===== src/rtl/seg_scan_ctrl.sv =====
// Multiplexed hex-display scan controller: a prescaler steps a one-hot digit select
// and a shadow register commits to the display only at frame wrap. Define
// SEG_SCAN_LZB_EN to enable leading-zero blanking.
module seg_scan_ctrl #(
  parameter int NDIG     = 8,
  parameter int SCAN_DIV = 1000
) (
  input  logic                clk,
  input  logic                rst,
  input  logic [4*NDIG-1:0]   value,
  input  logic [NDIG-1:0]     dig_en,
  input  logic                load,
  output logic [3:0]          data,
  output logic                blank,
  output logic [NDIG-1:0]     dig_sel,
  output logic                frame,
  output logic                upd_done
);

  localparam int IW = $clog2(NDIG);
  localparam int CW = $clog2(SCAN_DIV);
  localparam logic [CW-1:0] CNT_MAX = CW'(SCAN_DIV - 1);
  localparam logic [IW-1:0] IDX_MAX = IW'(NDIG - 1);

  logic [CW-1:0]     cnt_q, cnt_d;
  logic [IW-1:0]     idx_q, idx_d;
  logic [4*NDIG-1:0] disp_q, disp_d;
  logic [4*NDIG-1:0] shadow_q, shadow_d;
  logic [NDIG-1:0]   disp_en_q, disp_en_d;
  logic [NDIG-1:0]   shadow_en_q, shadow_en_d;
  logic              pending_q, pending_d;
  logic              slot_end;
  logic              wrap;

  always_comb begin
    // NOTE: every signal gets a default first so no path leaves it unassigned (no latch).
    cnt_d       = cnt_q;
    idx_d       = idx_q;
    disp_d      = disp_q;
    disp_en_d   = disp_en_q;
    shadow_d    = shadow_q;
    shadow_en_d = shadow_en_q;
    pending_d   = pending_q;

    slot_end = (cnt_q == CNT_MAX);
    wrap     = slot_end && (idx_q == IDX_MAX);

    if (slot_end) begin
      cnt_d = '0;
      idx_d = wrap ? '0 : idx_q + 1'b1;
    end else begin
      cnt_d = cnt_q + 1'b1;
    end

    // The display only ever changes on the frame boundary, so a frame never tears.
    if (wrap && pending_q) begin
      disp_d    = shadow_q;
      disp_en_d = shadow_en_q;
    end

    // A load in the wrap cycle lands in the shadow after the old shadow was committed,
    // and keeps pending set so it shows next frame.
    if (load) begin
      shadow_d    = value;
      shadow_en_d = dig_en;
      pending_d   = 1'b1;
    end else if (wrap) begin
      pending_d = 1'b0;
    end
  end

  always_ff @(posedge clk) begin
    // NOTE: the display/shadow are plain registers, not a memory, so resetting them is cheap and wanted.
    if (rst) begin
      cnt_q       <= '0;
      idx_q       <= '0;
      disp_q      <= '0;
      shadow_q    <= '0;
      disp_en_q   <= '1;
      shadow_en_q <= '1;
      pending_q   <= 1'b0;
    end else begin
      // NOTE: non-blocking assignments so all flops update from the same pre-edge values.
      cnt_q       <= cnt_d;
      idx_q       <= idx_d;
      disp_q      <= disp_d;
      shadow_q    <= shadow_d;
      disp_en_q   <= disp_en_d;
      shadow_en_q <= shadow_en_d;
      pending_q   <= pending_d;
    end
  end

  // Outputs decode registered state only.
  logic lz_blank;

`ifdef SEG_SCAN_LZB_EN
  logic [NDIG-1:0] zero_from;

  always_comb begin
    logic run;
    run       = 1'b1;
    zero_from = '0;
    for (int i = NDIG - 1; i >= 0; i--) begin
      run          = run & (disp_q[4*i +: 4] == 4'h0);
      zero_from[i] = run;
    end
  end

  assign lz_blank = (idx_q != '0) && zero_from[idx_q];
`else
  assign lz_blank = 1'b0;
`endif

  assign data     = disp_q[{idx_q, 2'b00} +: 4];
  assign blank    = ~disp_en_q[idx_q] | lz_blank;
  assign dig_sel  = NDIG'(1) << idx_q;
  assign frame    = wrap;
  assign upd_done = wrap & pending_q;

endmodule


===== config.mk =====
export PLATFORM = sky130hd
export DESIGN_NAME = seg_scan_ctrl
export DESIGN_NICKNAME = d
export VERILOG_FILES = /design/src/rtl/seg_scan_ctrl.sv
export SDC_FILE = /design/constraint.sdc
export NUM_CORES = 1
export LEC_CHECK = 0
export CAP_MARGIN = 40
export CORE_ASPECT_RATIO = 1.1
export CORE_UTILIZATION = 36
export DETAILED_ROUTE_END_ITERATION = 8
export DONT_BUFFER_PORTS = 1
export PLACE_DENSITY_LB_ADDON = 0.2
export SYNTH_ARGS = -nofsm -noshare
export SYNTH_HDL_FRONTEND = slang
export SYNTH_SLANG_ARGS = --single-unit

===== constraint.sdc =====
create_clock -name clk -period 4.49 [get_ports clk]
set_input_delay 0.6735 -clock clk [delete_from_list [all_inputs] [get_ports clk]]
set_output_delay 0.6735 -clock clk [all_outputs]
set_load 0.01 [all_outputs]

### Word level (Yosys, flattened, before mapping)

Cells that the tools add are included.

* output and inout port bits: 15
* word-level logic and storage cells: 25
* input bits: 43
* bits in registers: 94

* bitwise operators: 2
* muxes and demuxes: 5
* add/sub/neg operators: 2
* eq/ne operators: 2
* shifts and indexed selects: 2
* reduce and logical (&&, ||, !) cells: 4
* order comparisons: 1

Operators with widths (count)
* $shiftx A32 B6 Y4: 1
* $add A10 B1 Y10 const B: 1
* $eq A10 B10 Y1 const B: 1
* $shl A1 B3 Y8 const A: 1
* $lt A3 B4 Y1 const B: 1
* $add A3 B1 Y3 const B: 1
* $bmux W1 S3: 1
* $eq A3 B3 Y1 const B: 1
* $mux W1: 3
* $mux W3: 1
* $logic_and A1 B1 Y1: 2
* $reduce_bool A2 Y1: 1
* $reduce_or A2 Y1: 1
* $and A1 B1 Y1: 1
* $not A1 Y1: 1

### Depth between registers and ports, before layout

* depth after elaboration: 4
* mapped depth: 6

### Worst setup path after synthesis

OpenSTA, ideal clock, no wires.

* path type: register to output
* start point: reg idx_q[0]
* end point: out upd_done
* data arrival time: 1.499 ns
* required time: 3.817 ns
* stages on the path, launching flop included: 6
* path slack: 2.318 ns
* path buffers: 1
* path through: dfxtp_1 ha_1 ha_1 nand2_1 nor4_4 buf_6

* word-level cells in the longest chain between the ends: 3

RTL lines
* start: declaration: RTL line 26 `logic [IW-1:0] idx_q, idx_d;`
* start signal: assignment: RTL line 85 `idx_q <= idx_d;`
* $eq A3 B3 Y1: RTL line 46 `wrap = slot_end && (idx_q == IDX_MAX);`
* $logic_and A1 B1 Y1: RTL line 46
* $and A1 B1 Y1: RTL line 119 `assign upd_done = wrap & pending_q;`
* end: declaration: RTL line 17 `output logic upd_done`

Every way passes these cells.

### Worst setup path after layout

* start point: reg idx_q[1]
* end point: out upd_done

Same word-level chain as after synthesis.

==> results <==
- The number of nets in the layout is 455.
- After routing, the total negative slack on setup checks comes to 0 ns.
- The startpoint of the worst setup timing path is idx_q[1].
- The number of detailed-route iterations in the first pass is 5.
- The worst path in the final design needs a cycle of 3.12 ns, including I/O delays and setup.
- The number of register bits inferred by synthesis is 94.
- The number of rows created at floorplan is 40.
- The pre-CTS setup slack is 1.54 ns.
- In the routed design, unresolved DRC markers number 0.
- The worst hold path belongs to the class primary input to flop.
- The leakage power is 1.66 nW.
- From bottom edge to top edge, the die measures 113 µm.
- The worst-case clock skew is 0.00428 ns.
- The fill cell instance count of the final layout is 1073.
- Hold timing on the final database bottoms out at a slack of 0.399 ns.
- The worst-case IR drop observed on VDD is 179 µV.
- The number of input and output port buffers inserted is 0.
- The number of buffers added to fix hold violations after cts is 0.
- The initial core utilization is 37.1%.
- After clock tree synthesis, the clock-pin slew on the worst setup and hold paths is 0.06 ns.
- The worst setup path is of the flop to output pin kind.
- The via count of the first global-routing pass was 2554.
- The peak clock frequency supported by timing is 0.320 GHz.
- The number of hold violations in the final report is 0.
- The half-perimeter wire length of the detailed placement result is 5470 µm.
- The origin of the worst min-delay path is rst.
- Max-cap violations in this run came to 0.
- The number of violations reported at the end of detailed-routing iteration 0 is 98.
- The startpoint identified for the worst register-to-register timing path is idx_q[1].
- The number of buffers created by CTS is 9.
- Setup slack closes at 1.37 ns.
- The total detailed-routing wirelength is 8000 µm.
- Data on the critical path is required at its endpoint by 3.82 ns.
- TritonCTS built the clock tree.
- The routability congestion estimate from global placement is 0.771.
- Entering global routing, the biggest net connects 59 pins.
- The library cell used most frequently in the layout, excluding fill and tap cells, is dfxtp_1.
- At the pin with the least slew margin, the transition time is 0.848 ns.
- The area of the core region is 11000 µm².
- Leaving out fill and tap cells, the most frequent cells in the layout are 94 x dfxtp_1, 88 x nand2_1, 81 x mux2i_1.
- The sequential cell area fraction in the yosys report is 46.3%.
- The ratio of cells with drive above 1 in the final layout is 8.54%.
- The power per unit of standard cell area is 401 nW/µm².
- In the final routed layout, each cell accounts on average for 14.4 µm.
- Setup repair after global routing left no endpoint under its margin.
- The die area is 11700 µm².
- The run finished with clean final reports.
- In the routed layout, each cell is associated on average with a via count of 4.91.
- The Yosys step of the flow raised 0 warnings.
- The area of combinational cells with multiple inputs is 2020 µm².
- The max-slew violation count is 0.
- The number of sinks handled by clock tree synthesis is 94.
- The first global-routing pass estimated 13000 µm of wire.
- Clock tree synthesis selected as its root buffer the cell clkbuf_16.
- The number of endpoints failing setup at the final stage is 0.
- Summing all non-filler instances in the final layout gives an area of 4500 µm².
- The distinct cell type count after synthesis is 36.
- The number of setup buffers added after CTS is 0.
- The initial antenna violation count was 0.
- In this run, post-CTS repair resized a total of 0 instances.
- The signed area change from the synthesized netlist to the final layout is 10.6%.
- Summing every instance area after synthesis gives 4070 µm².
- Registers take 1880 µm².
- The worst setup path is launched from a flop.
- The post-route antenna net violation count is 0.
- The instance count of the mapped netlist is 415.
- Synthesis produced a netlist with a net count of 465.
- For this run, the total global-route usage over all layers was measured as 14.7%.
- The most used flip-flop cell after synthesis is dfxtp_1.
- Headroom to the max-slew limit came out at 43.0%.
- The count of flip-flops with a built-in enable after synthesis is 0.
- The number of antenna repair diodes is 0.
- The data arrival at the endpoint of the critical path is 2.45 ns.
- The routed layout has 2734 vias.
- The total design power is 0.00181 W.
- Of the available clock period, the critical path in the final layout requires 69.6%.
- After detailed placement, the total cell area comes to 4150 µm².
- The maximum root-to-sink buffer count is 2.
- After synthesis, the mean cell area works out to 9.80 µm².
- For this design the top-level I/O count stands at 58.
- The total global routing overflow is 0.
- The die width is 103 µm.
- The H-tree was split into 3 levels.
- The capturing element type of the critical path is an output pin.
- For the worst-skew pair, the clock arrives at the later sink with an insertion delay of 0.34 ns.
- The share of async-settable or async-resettable flops after synthesis is 0%.
- In this run the worst path has a maximum fanout of 14.
[synthesized netlist by cell type (3+ instances only)]
library cell	instances	area (µm²)
buf_2	5	25.0
clkbuf_1	14	52.6
ha_1	7	87.6
nand4_1	3	18.8
dfxtp_1	94	1880
inv_1	7	26.3
nor2_1	54	203
o31ai_1	5	37.5
buf_6	4	45.0
and2_1	5	31.3
mux2i_1	81	811
mux4_2	10	225
nand3_1	4	20.0
nand2_1	88	330
a21oi_1	4	20.0
nor2b_1	3	18.8
[final timing paths]
kind                       end  slack, ns  cells after the start
setup / recovery      upd_done       1.37                      4
hold / removal    shadow_q[31]       0.40                      1
setup reg to reg    disp_q[28]       1.61                      6
hold reg to reg       cnt_q[0]       0.45                      1
[critical path: stages (launching register included)]
cell and delay, ns:
dfxtp_1 0.73, ha_1 0.29, ha_1 0.30, nand2_1 0.14
nor4_4 0.65
[final cells by class]
cell class                      instances  area share, %
Multi-Input combinational cell        288           45.0
Sequential cell                        94           41.8
Clock buffer                           11           5.39
Tap cell                              147           4.09
Clock inverter                          5           2.36
Timing Repair Buffer                    4          0.667
Inverter                                8          0.667
[logic make-up (layout without fill, tap and decap cells)]
family | Yosys count | count (layout) | synth area share, %
buffers and inverters | 33 | 28 | 3.94
flip-flops | 94 | 94 | 46.3
adder cells (fa/ha/maj) | 7 | 7 | 2.15
multiplexers | 91 | 91 | 25.5
AND/OR/NAND/NOR | 169 | 169 | 18.5
XOR/XNOR | 3 | 3 | 0.646
AO/OA/AOI/OAI | 18 | 18 | 3.05
[report_power, final]
group | internal (W) | leakage (nW) | switching (W)
Sequential | 0.000859 | 0.767 | 0.0000156
Combinational | 0.0000289 | 0.727 | 0.0000283
Clock | 0.000560 | 0.166 | 0.000313
Total | 0.00145 | 1.66 | 0.000357
[routing by layer]
| metal | GRT usage, % | vias to the layer above | wire length (µm) |
|---|---|---|---|
| met1 | 19.8 | 1278 | 3890 |
| met2 | 21.0 | 57 | 3510 |
| met4 | 5.63 | 0 | 90 |
| met3 | 5.70 | 6 | 511 |
| li1 | - | 1393 | - |
| met5 | 0 | - | 0 |
[registers in the layout (all words and copies together), names as in the netlist]
| name | count |
|---|---|
| idx_q | 3 |
| shadow_q | 32 |
| cnt_q | 10 |
| shadow_en_q | 8 |
| disp_q | 32 |
| disp_en_q | 8 |
| pending_q | 1 |
[metrics by stage]
stage                     instances  utilization (%)
final                           557             41.1
after global routing            557             41.1
after CTS                       557             41.1
after detailed placement        541             37.9
after global placement          541             37.9
after floorplan                 415                -
No activity file was read; power rests on OpenSTA's default activity.
